**src/rtl/fetch_decode.sv**
```systemverilog
// Instruction fetch and decode stage: a 4-state fetch/capture/present loop
// with redirect support and optional NOP squashing.
module fetch_decode #(
  parameter logic [7:0] PC_RESET = 8'h00,
  parameter logic       SKIP_NOP = 1'b1
) (
  input  logic        clk,
  input  logic        rst,
  input  logic        run,
  output logic        rom_read,
  output logic [7:0]  rom_addr,
  input  logic [15:0] rom_data,
  input  logic        jump_en,
  input  logic [7:0]  jump_addr,
  output logic        dec_valid,
  input  logic        dec_ready,
  output logic [3:0]  opcode,
  output logic [5:0]  dst,
  output logic [5:0]  src,
  output logic        cls_reg2,
  output logic        cls_single,
  output logic        cls_imm,
  output logic        cls_load,
  output logic        cls_illegal,
  output logic [7:0]  pc_out
);

  localparam int unsigned PC_W  = 8;
  localparam int unsigned OP_W  = 4;
  localparam int unsigned FLD_W = 6;
  localparam int unsigned CLS_W = 5;

  typedef enum logic [1:0] {
    IDLE    = 2'd0,
    FETCH   = 2'd1,
    CAPTURE = 2'd2,
    PRESENT = 2'd3
  } state_e;

  // Class vector bit order: {reg2, single, imm, load, illegal}
  localparam logic [CLS_W-1:0] CLS_NONE    = 5'b00000;
  localparam logic [CLS_W-1:0] CLS_REG2    = 5'b10000;
  localparam logic [CLS_W-1:0] CLS_SINGLE  = 5'b01000;
  localparam logic [CLS_W-1:0] CLS_IMM     = 5'b00100;
  localparam logic [CLS_W-1:0] CLS_LOAD    = 5'b00010;
  localparam logic [CLS_W-1:0] CLS_ILLEGAL = 5'b00001;

  state_e             state_q,     state_d;
  logic [PC_W-1:0]    pc_q,        pc_d;
  logic [PC_W-1:0]    fetch_pc_q,  fetch_pc_d;
  logic               rom_read_q,  rom_read_d;
  logic               dec_valid_q, dec_valid_d;
  logic [OP_W-1:0]    opcode_q,    opcode_d;
  logic [FLD_W-1:0]   dst_q,       dst_d;
  logic [FLD_W-1:0]   src_q,       src_d;
  logic [CLS_W-1:0]   cls_q,       cls_d;
  logic [PC_W-1:0]    pc_out_q,    pc_out_d;

  logic               is_nop_c;
  logic               capture_c;
  logic [CLS_W-1:0]   rom_cls_c;

  // Opcode to one-hot class map for the word arriving from the ROM
  always_comb begin
    rom_cls_c = CLS_NONE;
    case (rom_data[15:12])
      4'h1, 4'h2, 4'h3, 4'h4,
      4'h5, 4'h6, 4'hA, 4'hB: rom_cls_c = CLS_REG2;
      4'h7, 4'h8, 4'h9:       rom_cls_c = CLS_SINGLE;
      4'hC:                   rom_cls_c = CLS_IMM;
      4'hD:                   rom_cls_c = CLS_LOAD;
      4'hE, 4'hF:             rom_cls_c = CLS_ILLEGAL;
      default:                rom_cls_c = CLS_NONE;
    endcase
  end

  assign is_nop_c  = SKIP_NOP && (rom_data == 16'h0000);
  // A redirect in CAPTURE discards the arriving word instead of latching it
  assign capture_c = (state_q == CAPTURE) && !is_nop_c && !jump_en;

  // Next-state, PC and decode register update
  always_comb begin
    state_d    = state_q;
    pc_d       = pc_q;
    fetch_pc_d = fetch_pc_q;
    opcode_d   = opcode_q;
    dst_d      = dst_q;
    src_d      = src_q;
    cls_d      = cls_q;
    pc_out_d   = pc_out_q;

    case (state_q)
      IDLE: begin
        if (run) state_d = FETCH;
      end
      FETCH: begin
        fetch_pc_d = pc_q;
        pc_d       = pc_q + PC_W'(1);
        state_d    = CAPTURE;
      end
      CAPTURE: begin
        if (is_nop_c) state_d = run ? FETCH : IDLE;
        else          state_d = PRESENT;
      end
      PRESENT: begin
        if (dec_ready) state_d = run ? FETCH : IDLE;
      end
      default: state_d = IDLE;
    endcase

    if (capture_c) begin
      opcode_d = rom_data[15:12];
      dst_d    = rom_data[11:6];
      src_d    = rom_data[5:0];
      cls_d    = rom_cls_c;
      pc_out_d = fetch_pc_q;
    end

    // Redirect overrides every state; a same-cycle handshake is still consumed
    if (jump_en) begin
      pc_d    = jump_addr;
      state_d = run ? FETCH : IDLE;
    end
  end

  // Strobes are registered copies of the upcoming state decode
  always_comb begin
    rom_read_d  = (state_d == FETCH);
    dec_valid_d = (state_d == PRESENT);
  end

  always_ff @(posedge clk) begin
    if (rst) begin
      state_q     <= IDLE;
      pc_q        <= PC_RESET;
      fetch_pc_q  <= PC_RESET;
      rom_read_q  <= 1'b0;
      dec_valid_q <= 1'b0;
      opcode_q    <= '0;
      dst_q       <= '0;
      src_q       <= '0;
      cls_q       <= CLS_NONE;
      pc_out_q    <= '0;
    end else begin
      state_q     <= state_d;
      pc_q        <= pc_d;
      fetch_pc_q  <= fetch_pc_d;
      rom_read_q  <= rom_read_d;
      dec_valid_q <= dec_valid_d;
      opcode_q    <= opcode_d;
      dst_q       <= dst_d;
      src_q       <= src_d;
      cls_q       <= cls_d;
      pc_out_q    <= pc_out_d;
    end
  end

  assign rom_read    = rom_read_q;
  assign rom_addr    = pc_q;
  assign dec_valid   = dec_valid_q;
  assign opcode      = opcode_q;
  assign dst         = dst_q;
  assign src         = src_q;
  assign cls_reg2    = cls_q[4];
  assign cls_single  = cls_q[3];
  assign cls_imm     = cls_q[2];
  assign cls_load    = cls_q[1];
  assign cls_illegal = cls_q[0];
  assign pc_out      = pc_out_q;

endmodule

```
**config.mk**
```make
export PLATFORM = sky130hd
export DESIGN_NAME = fetch_decode
export DESIGN_NICKNAME = d
export VERILOG_FILES = /design/src/rtl/fetch_decode.sv
export SDC_FILE = /design/constraint.sdc
export NUM_CORES = 1
export LEC_CHECK = 0
export CORE_ASPECT_RATIO = 2
export CORE_MARGIN = 4
export CORE_UTILIZATION = 40
export DETAILED_ROUTE_END_ITERATION = 8
export PLACE_DENSITY = 0.76
export SYNTH_ARGS = -nofsm -noshare
export SYNTH_HDL_FRONTEND = slang
export SYNTH_SLANG_ARGS = --single-unit
```
**constraint.sdc**
```tcl
create_clock -name clk -period 5 [get_ports clk]
set_clock_uncertainty 0.05 [all_clocks]
set_input_delay 0.5 -clock clk [delete_from_list [all_inputs] [get_ports clk]]
set_output_delay 0.5 -clock clk [all_outputs]
set_load 0.01 [all_outputs]
```
==> results.sh, run 1 <==
export IMPL_run_status="finished clean"
export IMPL_crit_fanout=26
export IMPL_io_buffer_count=67
export IMPL_first_pass_iters=4
export IMPL_crit_path_cell_trace="clkdlybuf4s50_1 > or3b_4 > a41oi_4 > o221ai_1 > o211a_1"
export IMPL_drc=0
export IMPL_grt_use_met2=0.284
export IMPL_dieArea_sq_um=6330
export IMPL_postRouteAntennaNets=0
export IMPL_clk_insertion_delay_late_ns=0.30
export IMPL_report_final_slew_viol_count=0
export IMPL_num_rows=36
export IMPL_ir_drop_mv=0.239
export IMPL_yosysSeqAreaShare=0.485
export IMPL_synth_top_area_share=0.485
export IMPL_yosysMostFrequentCell="dfxtp_1"
export IMPL_syn_to_final_growth_pct=40.2
export IMPL_use_met1=0.167
export IMPL_diodes=0
export IMPL_cts_buffers_inserted=5
export IMPL_ys_ff_latch=49
export IMPL_startpoint="jump_en"
export IMPL_min_from="fetch_pc_q[3]$_SDFFE_PP0P_"
export IMPL_drive_above_1_share=0.0540
export IMPL_drv_cap=0
export IMPL_yosysTopAreaCell="dfxtp_1"
export IMPL_start_util=0.416
export IMPL_fp_dieH_microns=109
export IMPL_wl_microns=4740
export IMPL_ys_async_sr_fraction=0
export IMPL_rsz0062_at_grt="false"
export IMPL_reg2reg_from="state_q[1]$_SDFF_PP0_"
export IMPL_tightestPinTransition_ns=1.16
export IMPL_avgRoutedWirePerCell_microns=14.1
export IMPL_h_tree_depth=2
export IMPL_final_area_sq_um=2830
export IMPL_hold_ws_ns=0.408
export IMPL_cts_clk_slew_worst_paths_ns=0.08
export IMPL_vias=1669
export IMPL_synth_warnings=0
export IMPL_fin_crit_sh=0.583
export IMPL_synthFlopType="dfxtp_1"
export IMPL_met3_usage=0.0251
export IMPL_grt_max_degree=32
export IMPL_slew_headroom=0.224
export IMPL_syn_nets=244
export IMPL_path_class="in2reg"
export IMPL_clock_fmax_mhz=343
export IMPL_layout_setup_ws_ns=2.08
export IMPL_die_x_microns=58.3
export IMPL_hold_buffers=0
export IMPL_worstPathRequired_ns=5.14
export IMPL_hpwl_microns=3560
export IMPL_via_per_inst=4.98
export IMPL_clock_path_buffers=2
export IMPL_antenna_found_initial=0
export IMPL_gp_congestion=0.791
export IMPL_grt_pass1_vias=1557
export IMPL_cts_setup_buffers=0
export IMPL_synthCells=214
export IMPL_synth_cell_types=36
export IMPL_cts_resized=0
export IMPL_root_buffer="clkbuf_8"
export IMPL_setup_violations=0
export IMPL_post_synth_cell_area_avg_sq_um=9.45
export IMPL_min_period_ns=2.92
export IMPL_clkSinkCount=49
export IMPL_cp_end_kind="flip-flop"
export IMPL_io_pins=68
export IMPL_cp_arrival_ns=3.06
export IMPL_syn_area_sq_um=2020
export IMPL_grt_pass1_wl_microns=7450
export IMPL_synth_edf_count=0
export IMPL_max_stage_delay_ns=0.83
export IMPL_num_nets_final=307
export IMPL_drt_initial_drc_count=53
export IMPL_finalHoldViolations=0
export IMPL_synth_commonest_cells="dfxtp_1, nor2_1, mux2i_1"
export IMPL_hold_class="reg2reg"
export IMPL_synthTopCellsByArea="dfxtp_1, mux2i_1, nor2_1"
export IMPL_crit_path_top_delay_cell="a41oi_4"
export IMPL_grt_overflow_total=0
export IMPL_start_kind="primary input"
export IMPL_track_usage=0.153
export IMPL_core_area_sq_um=4860
export IMPL_busiest_layer="met2"
export IMPL_power_density_nw_per_um2=292
export IMPL_pre_cts_slack_ns=1.78
export IMPL_placed_cell_area_sq_um=2700
export IMPL_tns_ns=0
export IMPL_p_leak_uw=0.00107
export IMPL_final_util=0.583
export IMPL_regToRegSetupSlack_ns=2.70
export IMPL_cts_tree="yes"
layout make-up:
type	instances	area, sq um
Clock inverter	3	65.1
Sequential cell	49	981
Tap cell	57	71.3
Clock buffer	5	68.8
Multi-Input combinational cell	146	943
Timing Repair Buffer	68	678
Fill cell	445	2030
Inverter	7	26.3
sequential cells by signal (all words and copies together) (netlist names):
| signal | count |
|---|---|
| cls_q | 5 |
| dec_valid | 1 |
| dst | 6 |
| fetch_pc_q | 8 |
| opcode | 4 |
| pc_out | 8 |
| rom_addr | 8 |
| rom_read | 1 |
| src | 6 |
| state_q | 2 |
placed cells by master, fill, tap and decap left out, drive strengths merged:
master / n
nand4: 3
o221ai: 1
a21oi: 18
a41o: 1
nor2: 33
nand3: 2
and4b: 1
nand3b: 2
ha: 1
nand2b: 3
a21o: 1
a41oi: 1
clkinv: 1
o21a: 4
and3: 1
or4bb: 1
clkdlybuf4s50: 67
xnor2: 7
dfxtp: 49
nor4: 4
or3b: 2
buf: 1
o22ai: 1
or3: 1
bufinv: 2
o211a: 2
nand2: 24
nor3: 1
inv: 7
clkbuf: 5
o21ai: 2
a211oi: 1
mux2i: 27
and2b: 1
worst max-delay path, delay by kind of cell:
| kind | cells | cell delay [ns] |
|---|---|---|
| buf+inv | 1 | 0.73 |
| compound gates | 3 | 1.29 |
| simple gates | 1 | 0.54 |
metrics by stage:
| step | power, uW | std cells |
|---|---|---|
| 2_1_floorplan | 461 | 214 |
| 3_3_place_gp | 509 | 327 |
| 3_5_place_dp | 510 | 327 |
| 4_1_cts | 836 | 335 |
| 5_1_grt | 858 | 335 |
| 6_report | 827 | 335 |
kinds of logic after synthesis:
| group | share of synthesized area |
|---|---|
| buffers and inverters | 0.0483 |
| XOR/XNOR | 0.0303 |
| AO/OA/AOI/OAI | 0.110 |
| AND/OR/NAND/NOR | 0.186 |
| multiplexers | 0.134 |
| adder cells (fa/ha/maj) | 0.00619 |
| flip-flops | 0.485 |
worst paths after layout:
check / to / depth (start not counted)
worst max-delay path: cls_q[4]$_SDFFE_PP0P_ / 5
worst min-delay path: fetch_pc_q[3]$_SDFFE_PP0P_ / 2
worst max register to register: cls_q[4]$_SDFFE_PP0P_ / 4
worst min register to register: fetch_pc_q[3]$_SDFFE_PP0P_ / 2
layer usage:
layer  wire, microns  vias to the layer above
li1                -                      848
met1            1840                      773
met2            2640                       43
met3             195                        5
met4              60                        0
met5               0                        -
power breakdown:
group          total (uW)  leakage (uW)  internal, uW  switching, uW
clock network         326     0.0000681           199            128
logic                89.6      0.000607          49.4           40.2
registers             411      0.000398           401           10.6
total                 827       0.00107           649            179
Power figures use the tool's default switching activity.
==> run 2: changes to the inputs <==
Settings changed: PLACE_DENSITY 0.76 to 0.78.
Clock period 5 ns to 2.5 ns, I/O delays scaled along.
==> results.sh, run 2 (synthesis gave the netlist of run 1 again) <==
export IMPL_clk_insertion_delay_late_ns=0.30
export IMPL_pre_cts_slack_ns=0.375
export IMPL_p_leak_uw=0.00110
export IMPL_crit_fanout=11
export IMPL_start_util=0.416
export IMPL_hold_buffers=0
export IMPL_cts_buffers_inserted=5
export IMPL_die_x_microns=58.3
export IMPL_drc=0
export IMPL_fin_crit_sh=0.749
export IMPL_io_pins=68
export IMPL_start_kind="flip-flop"
export IMPL_grt_pass1_vias=1633
export IMPL_wl_microns=4770
export IMPL_report_final_slew_viol_count=0
export IMPL_worstPathRequired_ns=2.68
export IMPL_ir_drop_mv=0.436
export IMPL_final_cell_mix="clkdlybuf4s50_1, dfxtp_1, nor2_1"
export IMPL_final_util=0.587
export IMPL_root_buffer="clkbuf_8"
export IMPL_diodes=0
export IMPL_num_nets_final=315
export IMPL_clock_path_buffers=2
export IMPL_final_area_sq_um=2860
export IMPL_crit_path_cell_trace="or3b_4 > a41o_1 > buf_4 > or3_1 > a21oi_1"
export IMPL_grt_overflow_total=0
export IMPL_cts_tree="yes"
export IMPL_cts_resized=0
export IMPL_power_density_nw_per_um2=523
export IMPL_setup_violations=0
export IMPL_hpwl_microns=3680
export IMPL_min_period_ns=1.87
export IMPL_placed_cell_area_sq_um=2760
export IMPL_slew_headroom=0.736
export IMPL_finalHoldViolations=0
export IMPL_final_common_cell="clkdlybuf4s50_1"
export IMPL_via_per_inst=5.00
export IMPL_cts_setup_buffers=0
export IMPL_track_usage=0.159
export IMPL_tightestPinTransition_ns=0.393
export IMPL_path_class="reg2reg"
export IMPL_h_tree_depth=2
export IMPL_fp_dieH_microns=109
export IMPL_rsz0062_at_grt="false"
export IMPL_drive_above_1_share=0.0804
export IMPL_postRouteAntennaNets=0
export IMPL_drt_initial_drc_count=17
export IMPL_avgRoutedWirePerCell_microns=13.9
export IMPL_dieArea_sq_um=6330
export IMPL_drv_cap=0
export IMPL_clkSinkCount=49
export IMPL_run_status="finished clean"
export IMPL_grt_pass1_wl_microns=7690
export IMPL_cp_arrival_ns=2.06
export IMPL_hold_ws_ns=0.409
export IMPL_first_pass_iters=4
export IMPL_hold_class="reg2reg"
export IMPL_layout_setup_ws_ns=0.627
export IMPL_cp_end_kind="flip-flop"
export IMPL_crit_path_top_delay_cell="dfxtp_1"
export IMPL_io_buffer_count=67
export IMPL_antenna_found_initial=0
export IMPL_tns_ns=0
export IMPL_clock_fmax_mhz=534
export IMPL_cts_clk_slew_worst_paths_ns=0.09
export IMPL_grt_max_degree=28
export IMPL_core_area_sq_um=4860
export IMPL_max_stage_delay_ns=0.45
export IMPL_gp_congestion=0.761
export IMPL_syn_to_final_growth_pct=41.3
export IMPL_vias=1716
export IMPL_num_rows=36
-- run 2: cell count changes in the layout (fill, tap and decap cells not counted), sizes merged --
cell    before  now
bufinv       2    0
buf          1    9
clkbuf       5    6
clkinv       1    2
-- run 2: critical path, delay by kind of cell (launching register included) --
kind	cells	cell delay, ns
buffers and inverters	1	0.18
AOI/OAI and AO/OA	2	0.35
DFF	1	0.45
and+or+nand+nor	2	0.78
-- run 2: path summary, 6_finish.rpt --
kind,from,to,slack (ns),cells after the start
worst max-delay path,state_q[1]$_SDFF_PP0_,cls_q[0]$_SDFFE_PP0P_,0.63,5
worst min-delay path,fetch_pc_q[6]$_SDFFE_PP0P_,fetch_pc_q[6]$_SDFFE_PP0P_,0.41,2
worst max register to register,state_q[1]$_SDFF_PP0_,cls_q[0]$_SDFFE_PP0P_,0.63,5
worst min register to register,fetch_pc_q[6]$_SDFFE_PP0P_,fetch_pc_q[6]$_SDFFE_PP0P_,0.41,2
-- run 2: metrics by stage --
step	instances	power, uW
after floorplan	214	922
final	343	1490
after global routing	343	1570
after CTS	343	1510
after global placement	335	1020
after detailed placement	335	1020
-- run 2: area by class of cell --
cell class	count	area (sq um)
Clock inverter	2	13.8
Tap cell	57	71.3
Clock buffer	6	82.6
Inverter	7	26.3
Timing Repair Buffer	76	738
Multi-Input combinational cell	146	943
Sequential cell	49	981
Fill cell	440	2010
-- run 2: layer usage --
layer | share of wire | vias to the layer above | routed length [microns] | GRT usage
met5 | 0 | - | 0 | 0
met1 | 0.39 | 796 | 1840 | 0.167
met3 | 0.033 | 12 | 158 | 0.0335
li1 | - | 866 | - | -
met4 | 0.041 | 0 | 198 | 0.0945
met2 | 0.54 | 42 | 2580 | 0.280
-- run 2: where the power goes --
| group | internal, uW | total, uW | switching [uW] |
|---|---|---|---|
| Combinational | 103 | 183 | 80.3 |
| Clock | 225 | 488 | 263 |
| Sequential | 801 | 822 | 20.7 |
| Total | 1130 | 1490 | 364 |
==> run 3: changes to the inputs <==
Settings changed: PLACE_DENSITY 0.78 to 0.76.
Clock period 2.5 ns to 1.8 ns, I/O delays scaled along.
==> results.sh, run 3 (synthesis gave the netlist of run 1 again) <==
export IMPL_p_leak_uw=0.00121
export IMPL_dp_cells=354
export IMPL_min_period_ns=1.72
export IMPL_via_per_inst=5.01
export IMPL_postRouteAntennaNets=0
export IMPL_final_cell_mix="clkdlybuf4s50_1, dfxtp_1, nor2_1"
export IMPL_fin_crit_sh=0.953
export IMPL_slew_headroom=0.736
export IMPL_tns_ns=0
export IMPL_ir_drop_mv=0.767
export IMPL_p_total_uw=2240
export IMPL_hpwl_microns=3590
export IMPL_gp_congestion=0.851
export IMPL_crit_fanout=21
export IMPL_run_status="finished clean"
export IMPL_h_tree_depth=2
export IMPL_cp_end_kind="flip-flop"
export IMPL_cts_clk_slew_worst_paths_ns=0.09
export IMPL_finalHoldViolations=0
export IMPL_wl_microns=4830
export IMPL_cp_arrival_ns=1.86
export IMPL_reg2reg_from="state_q[1]$_SDFF_PP0_"
export IMPL_num_nets_final=334
export IMPL_drt_initial_drc_count=30
export IMPL_drv_cap=0
export IMPL_antenna_found_initial=0
export IMPL_max_stage_delay_ns=0.42
export IMPL_tightestPinTransition_ns=0.396
export IMPL_start_kind="flip-flop"
export IMPL_grt_max_degree=47
export IMPL_startpoint="state_q[1]$_SDFF_PP0_"
export IMPL_syn_to_final_growth_pct=51.7
export IMPL_final_common_cell="clkdlybuf4s50_1"
export IMPL_hold_ws_ns=0.385
export IMPL_path_class="reg2reg"
export IMPL_cts_buffers_inserted=5
export IMPL_clkSinkCount=49
export IMPL_grt_pass1_vias=1750
export IMPL_grt_pass1_wl_microns=7960
export IMPL_finalNonFillerCells=362
export IMPL_die_x_microns=58.3
export IMPL_crit_buf_inv=1
export IMPL_io_pins=68
export IMPL_crit_path_cell_trace="or3b_4 > a41oi_4 > buf_12 > o221ai_1 > o211a_1"
export IMPL_avgRoutedWirePerCell_microns=13.4
export IMPL_fp_dieH_microns=109
export IMPL_io_buffer_count=67
export IMPL_clk_insertion_delay_late_ns=0.30
export IMPL_power_density_nw_per_um2=731
export IMPL_core_area_sq_um=4860
export IMPL_worstPathRequired_ns=1.95
export IMPL_report_final_slew_viol_count=0
export IMPL_root_buffer="clkbuf_8"
export IMPL_num_rows=36
export IMPL_crit_path_top_delay_cell="or3b_4"
export IMPL_dieArea_sq_um=6330
export IMPL_crit_family="compound AO/OA/AOI/OAI gates"
export IMPL_vias=1812
export IMPL_first_pass_iters=4
export IMPL_diodes=0
export IMPL_track_usage=0.160
export IMPL_drive_above_1_share=0.144
export IMPL_start_util=0.416
export IMPL_setup_violations=0
export IMPL_hold_class="in2reg"
export IMPL_grt_overflow_total=0
export IMPL_min_from="jump_addr[1]"
export IMPL_n_fill_cell=408
export IMPL_rsz0062_at_grt="false"
export IMPL_cts_tree="yes"
export IMPL_clock_path_buffers=2
export IMPL_drc=0
export IMPL_hold_buffers=0
export IMPL_clock_fmax_mhz=583
## run 3: final timing paths
kind | endpoint | slack, ns | cells past startpoint
max | cls_q[4]$_SDFFE_PP0P_ | 0.08 | 5
min | rom_addr[1]$_SDFFE_PP0P_ | 0.38 | 3
max reg2reg | cls_q[4]$_SDFFE_PP0P_ | 0.08 | 5
min reg2reg | fetch_pc_q[6]$_SDFFE_PP0P_ | 0.41 | 2
## run 3: what timing repair did
item / 4_1_cts / 5_1_grt
gates resized for setup: 0 / 2
buffers inserted: 0 / 0
hold endpoints to repair: 0 / 0
endpoints found under the setup margin: 0 / 20
## run 3: layout make-up
type	instances	area, sq um	area share
clock buffer	6	82.6	0.0269
clock inverter	2	37.5	0.0122
inverter	7	26.3	0.00856
multi-input combinational	146	950	0.310
sequential	49	982	0.320
tap	57	71.3	0.0232
timing repair buffer	95	918	0.299
## run 3: per-layer routing
metal  vias up  track usage  wire length (microns)
met5         -            0                      0
met4         0       0.0763                    133
met3         9       0.0335                    236
met2        53        0.287                   2610
met1       846        0.172                   1850
li1        904            -                      -
## run 3: worst reg2reg max path, stage by stage, from the launching register on
cell      delay, ns
dfxtp_2        0.40
or3b_4         0.42
a41oi_4        0.24
buf_12         0.22
o221ai_1       0.14
o211a_1        0.15
## run 3: power by group
group | switching, uW | internal [uW]
sequential | 20.6 | 1110
clock | 354 | 452
combinational | 129 | 174
## run 3: stage by stage
step / utilization / cell area, sq um / setup WS, ns
after floorplan: - / 2020 / 0.0997
after global placement: 0.604 / 2940 / -0.209
after detailed placement: 0.604 / 2940 / -0.202
after CTS: 0.629 / 3060 / 0.0272
after global routing: 0.631 / 3070 / 0.0118
final: 0.631 / 3070 / 0.0844
==> RTL change 1 (config.mk and constraints of run 2) <==
The 4 states of `state_e` get a one-hot encoding in 4 bits.
--- a/src/rtl/fetch_decode.sv
+++ b/src/rtl/fetch_decode.sv
@@ -30,11 +30,11 @@
   localparam int unsigned FLD_W = 6;
   localparam int unsigned CLS_W = 5;
 
-  typedef enum logic [1:0] {
-    IDLE    = 2'd0,
-    FETCH   = 2'd1,
-    CAPTURE = 2'd2,
-    PRESENT = 2'd3
+  typedef enum logic [3:0] {
+    IDLE    = 4'b0001,
+    FETCH   = 4'b0010,
+    CAPTURE = 4'b0100,
+    PRESENT = 4'b1000
   } state_e;
 
   // Class vector bit order: {reg2, single, imm, load, illegal}
Behaviour: no difference found for any inputs over 10 cycles, from zero or initial values and one cycle with rst high; not proved beyond that.
==> RTL change 1 against run 2 <==
Sequential power is 3.2% higher; hold slack about the same; sequential cell count up 2; total power up 6.1%; maximum frequency shrank 2.0%; count of clock-buffer cells in the layout down 1; sequential share of layout area decreased by 0.91 points; final area is 6.9% higher; global-route usage up 1.8 points; worst setup slack worse by 0.038 ns; area after synthesis increased by 9.3%; wire length rose by 23%.
==> RTL change 1: results (changes against run 2) <==
[run_status]
status = complete, no violations

[setup_path]
max_stage_delay_ns = 0.66  ; +0.21 ns
crit_fanout = 7  ; -4
arrival_ns = 2.09  ; +0.03 ns
r2r_cells = 4  ; -1
worst_path_max_delay_cell = or4b_1
path_delay_family = simple AND/OR/NAND/NOR gates
timing.rr.end = rom_addr[7]$_SDFFE_PP0P_
rr_startpoint = state_q[1]$_SDFF_PP0_

[cts]
cts-buffers-inserted = 5  ; unchanged
clk-insertion-delay-late_ns = 0.31
cts_buffer_depth = 2  ; unchanged
post_cts_resize_count = 0  ; unchanged

[sta]
setup_ws_ns = 0.589  ; -0.0383 ns
tightest_slew_ns = 0.516  ; +0.123 ns
whs_ns = 0.409  ; -0.000202 ns

[placement]
dp.cells = 379  ; +13%
dp_hpwl_mm = 4.22  ; +15%
dp_worst_setup_slack_ns = 0.423  ; +0.0477 ns
place.gp.congestion = 0.787  ; +3.5%
postPlaceCellArea_mm2 = 0.00294  ; +6.6%

[hold_path]
hold_start = fetch_pc_q[2]$_SDFFE_PP0P_
min_delay_worst_endpoint = fetch_pc_q[2]$_SDFFE_PP0P_

[grt]
grt_pass1_vias = 1982  ; +21%
grt_max_degree = 44  ; +57%
grt_use_total_pct = 17.7  ; +1.8 points
antenna_found_initial = 0  ; unchanged
grt_pass1_wl_mm = 9.31  ; +21%

[finish]
fin_nets = 356  ; +13%
diodes = 0  ; unchanged
drive_above_1_share_pct = 6.73  ; -1.3 points

[power_and_ir_drop]
peakVddDrop_v = 0.000451  ; +3.4%
seq-power_uw = 848  ; +3.2%
comb-power_uw = 156  ; -15%
p_int_mw = 1.21  ; +7.2%
power.static_leakage_nw = 1.04  ; -5.6%
pg_clk_uw = 580  ; +19%

[synth]
syn_inst = 264  ; +23%
synth.distinct_cells = 38  ; +5.6%
ys_seq_area_share_pct = 46.2  ; -2.3 points
synth_nets = 294  ; +20%
yosysWarnings = 0  ; unchanged
synth_area_leaders = dfxtp_1, a21oi_1, o21ai_0
synthTopCellsByCount = dfxtp_1, a21oi_1, o21ai_0

[drt]
dr.pass1.iters = 5  ; +1
wl_per_cell_um = 15.2  ; +9.0%
wirelength_mm = 5.87  ; +23%
via_count = 2163  ; +26%
drt-initial-drc-count = 54  ; +37

[RTL change 1: cell families (layout without fill, tap and decap cells)]
| logic type | count (synthesis) | count (layout) | synth area share (%) |
|---|---|---|---|
| buf+inv | 28 | 91 | 5.04 |
| xor+xnor | 7 | 7 | 2.77 |
| simple gates | 85 | 85 | 21.5 |
| flops | 51 | 51 | 46.2 |
| mux | 1 | 1 | 0.453 |
| fa+ha+maj | 1 | 1 | 0.566 |
| compound gates | 91 | 91 | 23.4 |
[RTL change 1: area by class of cell]
class	instances	area, um^2
repair buffers	77	746
well taps	60	75.1
clock inverters	3	43.8
fillers	510	2320
inverters	6	22.5
flip-flops and latches	51	1020
multi-input cells	185	1080
clock buffers	5	68.8
[RTL change 1: layer usage]
layer  share of wire, %  track usage (%)
met1                 39             21.1
met2                 54             29.8
met3                4.0             3.20
met4                3.1             8.39
met5                  0                0
==> RTL change 2 (config.mk and constraints of run 2) <==
Without the edit above. Change the parameter `SKIP_NOP` from 1'b1 to 1'b0.
--- a/src/rtl/fetch_decode.sv
+++ b/src/rtl/fetch_decode.sv
@@ -2,7 +2,7 @@
 // with redirect support and optional NOP squashing.
 module fetch_decode #(
   parameter logic [7:0] PC_RESET = 8'h00,
-  parameter logic       SKIP_NOP = 1'b1
+  parameter logic       SKIP_NOP = 1'b0
 ) (
   input  logic        clk,
   input  logic        rst,
Check against the original RTL: not equivalent (Yosys sat finds a counterexample within 4 cycles, from zero or initial values and one cycle with rst high).
==> RTL change 2 against run 2 <==
Final cell count rose by 4.1%; area after synthesis fell by 4.5%; via count rose by 6.9%; sequential share of layout area rose by 1.2 points; combinational power fell by 9.8%; count of clock-buffer cells in the layout did not move; sequential cell count did not move; worst setup slack improved by 0.21 ns; total power rose by 4.8%; final area fell by 3.4%; maximum frequency rose by 13%; hold slack got worse by 0.072 ns; wire length rose by 0.98%; critical path type unchanged.
==> RTL change 2: results (changes against run 2) <==
[synth]
synth_fa_ha_area_share_pct = 0.648  ; +0.029 points
synth_area_leaders = dfxtp_1, nand2_1, a21oi_1
ys_seq_area_share_pct = 50.8  ; +2.3 points
synth-compound-area-share_pct = 18.3  ; +7.3 points
synthTopCellsByCount = nand2_1, dfxtp_1, a21oi_1
muxShareOfSynthArea_pct = 0  ; -13 points
syn_avg_cell_area_um2 = 8.15  ; -14%
synth.distinct_cells = 40  ; +11%

[hold_path]
min_delay_worst_endpoint = fetch_pc_q[7]$_SDFFE_PP0N_
min_path_type = input pin to register

[drt]
avgViaCountPerCell = 5.14  ; +2.7%
dr.pass1.iters = 6  ; +2
drt-initial-drc-count = 42  ; +25

[power_and_ir_drop]
p_switching_uw = 348  ; -4.5%
netSwitchingFraction_pct = 22.2  ; -2.2 points
peakVddDrop_v = 0.000441  ; +1.0%
p_comb_share_pct = 10.5  ; -1.8 points
power.static_leakage_nw = 0.924  ; -16%
pwr-share-clk_pct = 36.9  ; +4.2 points

[setup_path]
arrival_ns = 1.83  ; -0.23 ns
timing.rr.end = cls_q[1]$_SDFFE_PP0P_
r2r_slack_ns = 0.84  ; +0.21 ns
r2r_cells = 3  ; -2
max_stage_delay_ns = 0.52  ; +0.07 ns

[sta]
maxSlewHeadroom_pct = 67.0  ; -6.6 points

[grt]
grt_max_degree = 29  ; +3.6%
grt_pass1_vias = 1830  ; +12%
grt_pass1_wl_mm = 8.29  ; +7.8%
grt_use_total_pct = 16.9  ; +0.95 points

[finish]
fin_nets = 331  ; +5.1%
n_fill_cell = 457  ; +3.9%
drive_above_1_share_pct = 5.63  ; -2.4 points
syn_to_final_growth_pct = 43.0

[placement]
dp.cells = 349  ; +4.2%
place.gp.congestion = 0.795  ; +4.5%
dp_worst_setup_slack_ns = 0.664  ; +0.290 ns
dp_hpwl_mm = 3.54  ; -3.7%
postPlaceCellArea_mm2 = 0.00264  ; -4.4%

[run_status]
status = complete, no violations

==> RTL change 2: cell types whose count changed after synthesis, sizes merged, moves of 3 or more <==
cell and change:
nand2 +48, mux2i -27, nor2 -25, a21oi +20, a31oi +3, xnor2 -5, inv -4, a311oi +3
o21a -4, nor4 -3
==> RTL change 2: layer usage <==
| layer | part of all wire [%] | routed length [um] | global-route usage [%] |
|---|---|---|---|
| met1 | 39 | 1880 | 18.1 |
| met4 | 3.0 | 147 | 7.96 |
| met2 | 53 | 2570 | 30.5 |
| met3 | 4.6 | 221 | 3.28 |
| met5 | 0 | 0 | 0 |
==> RTL change 2: final cells by class <==
cell class	instances	area, um^2	area share (%)
clock buffers	6	82.6	2.99
well taps	55	68.8	2.49
multi-input cells	170	876	31.7
inverters	3	11.3	0.408
flip-flops and latches	49	981	35.5
clock inverters	2	37.5	1.36
repair buffers	72	703	25.5
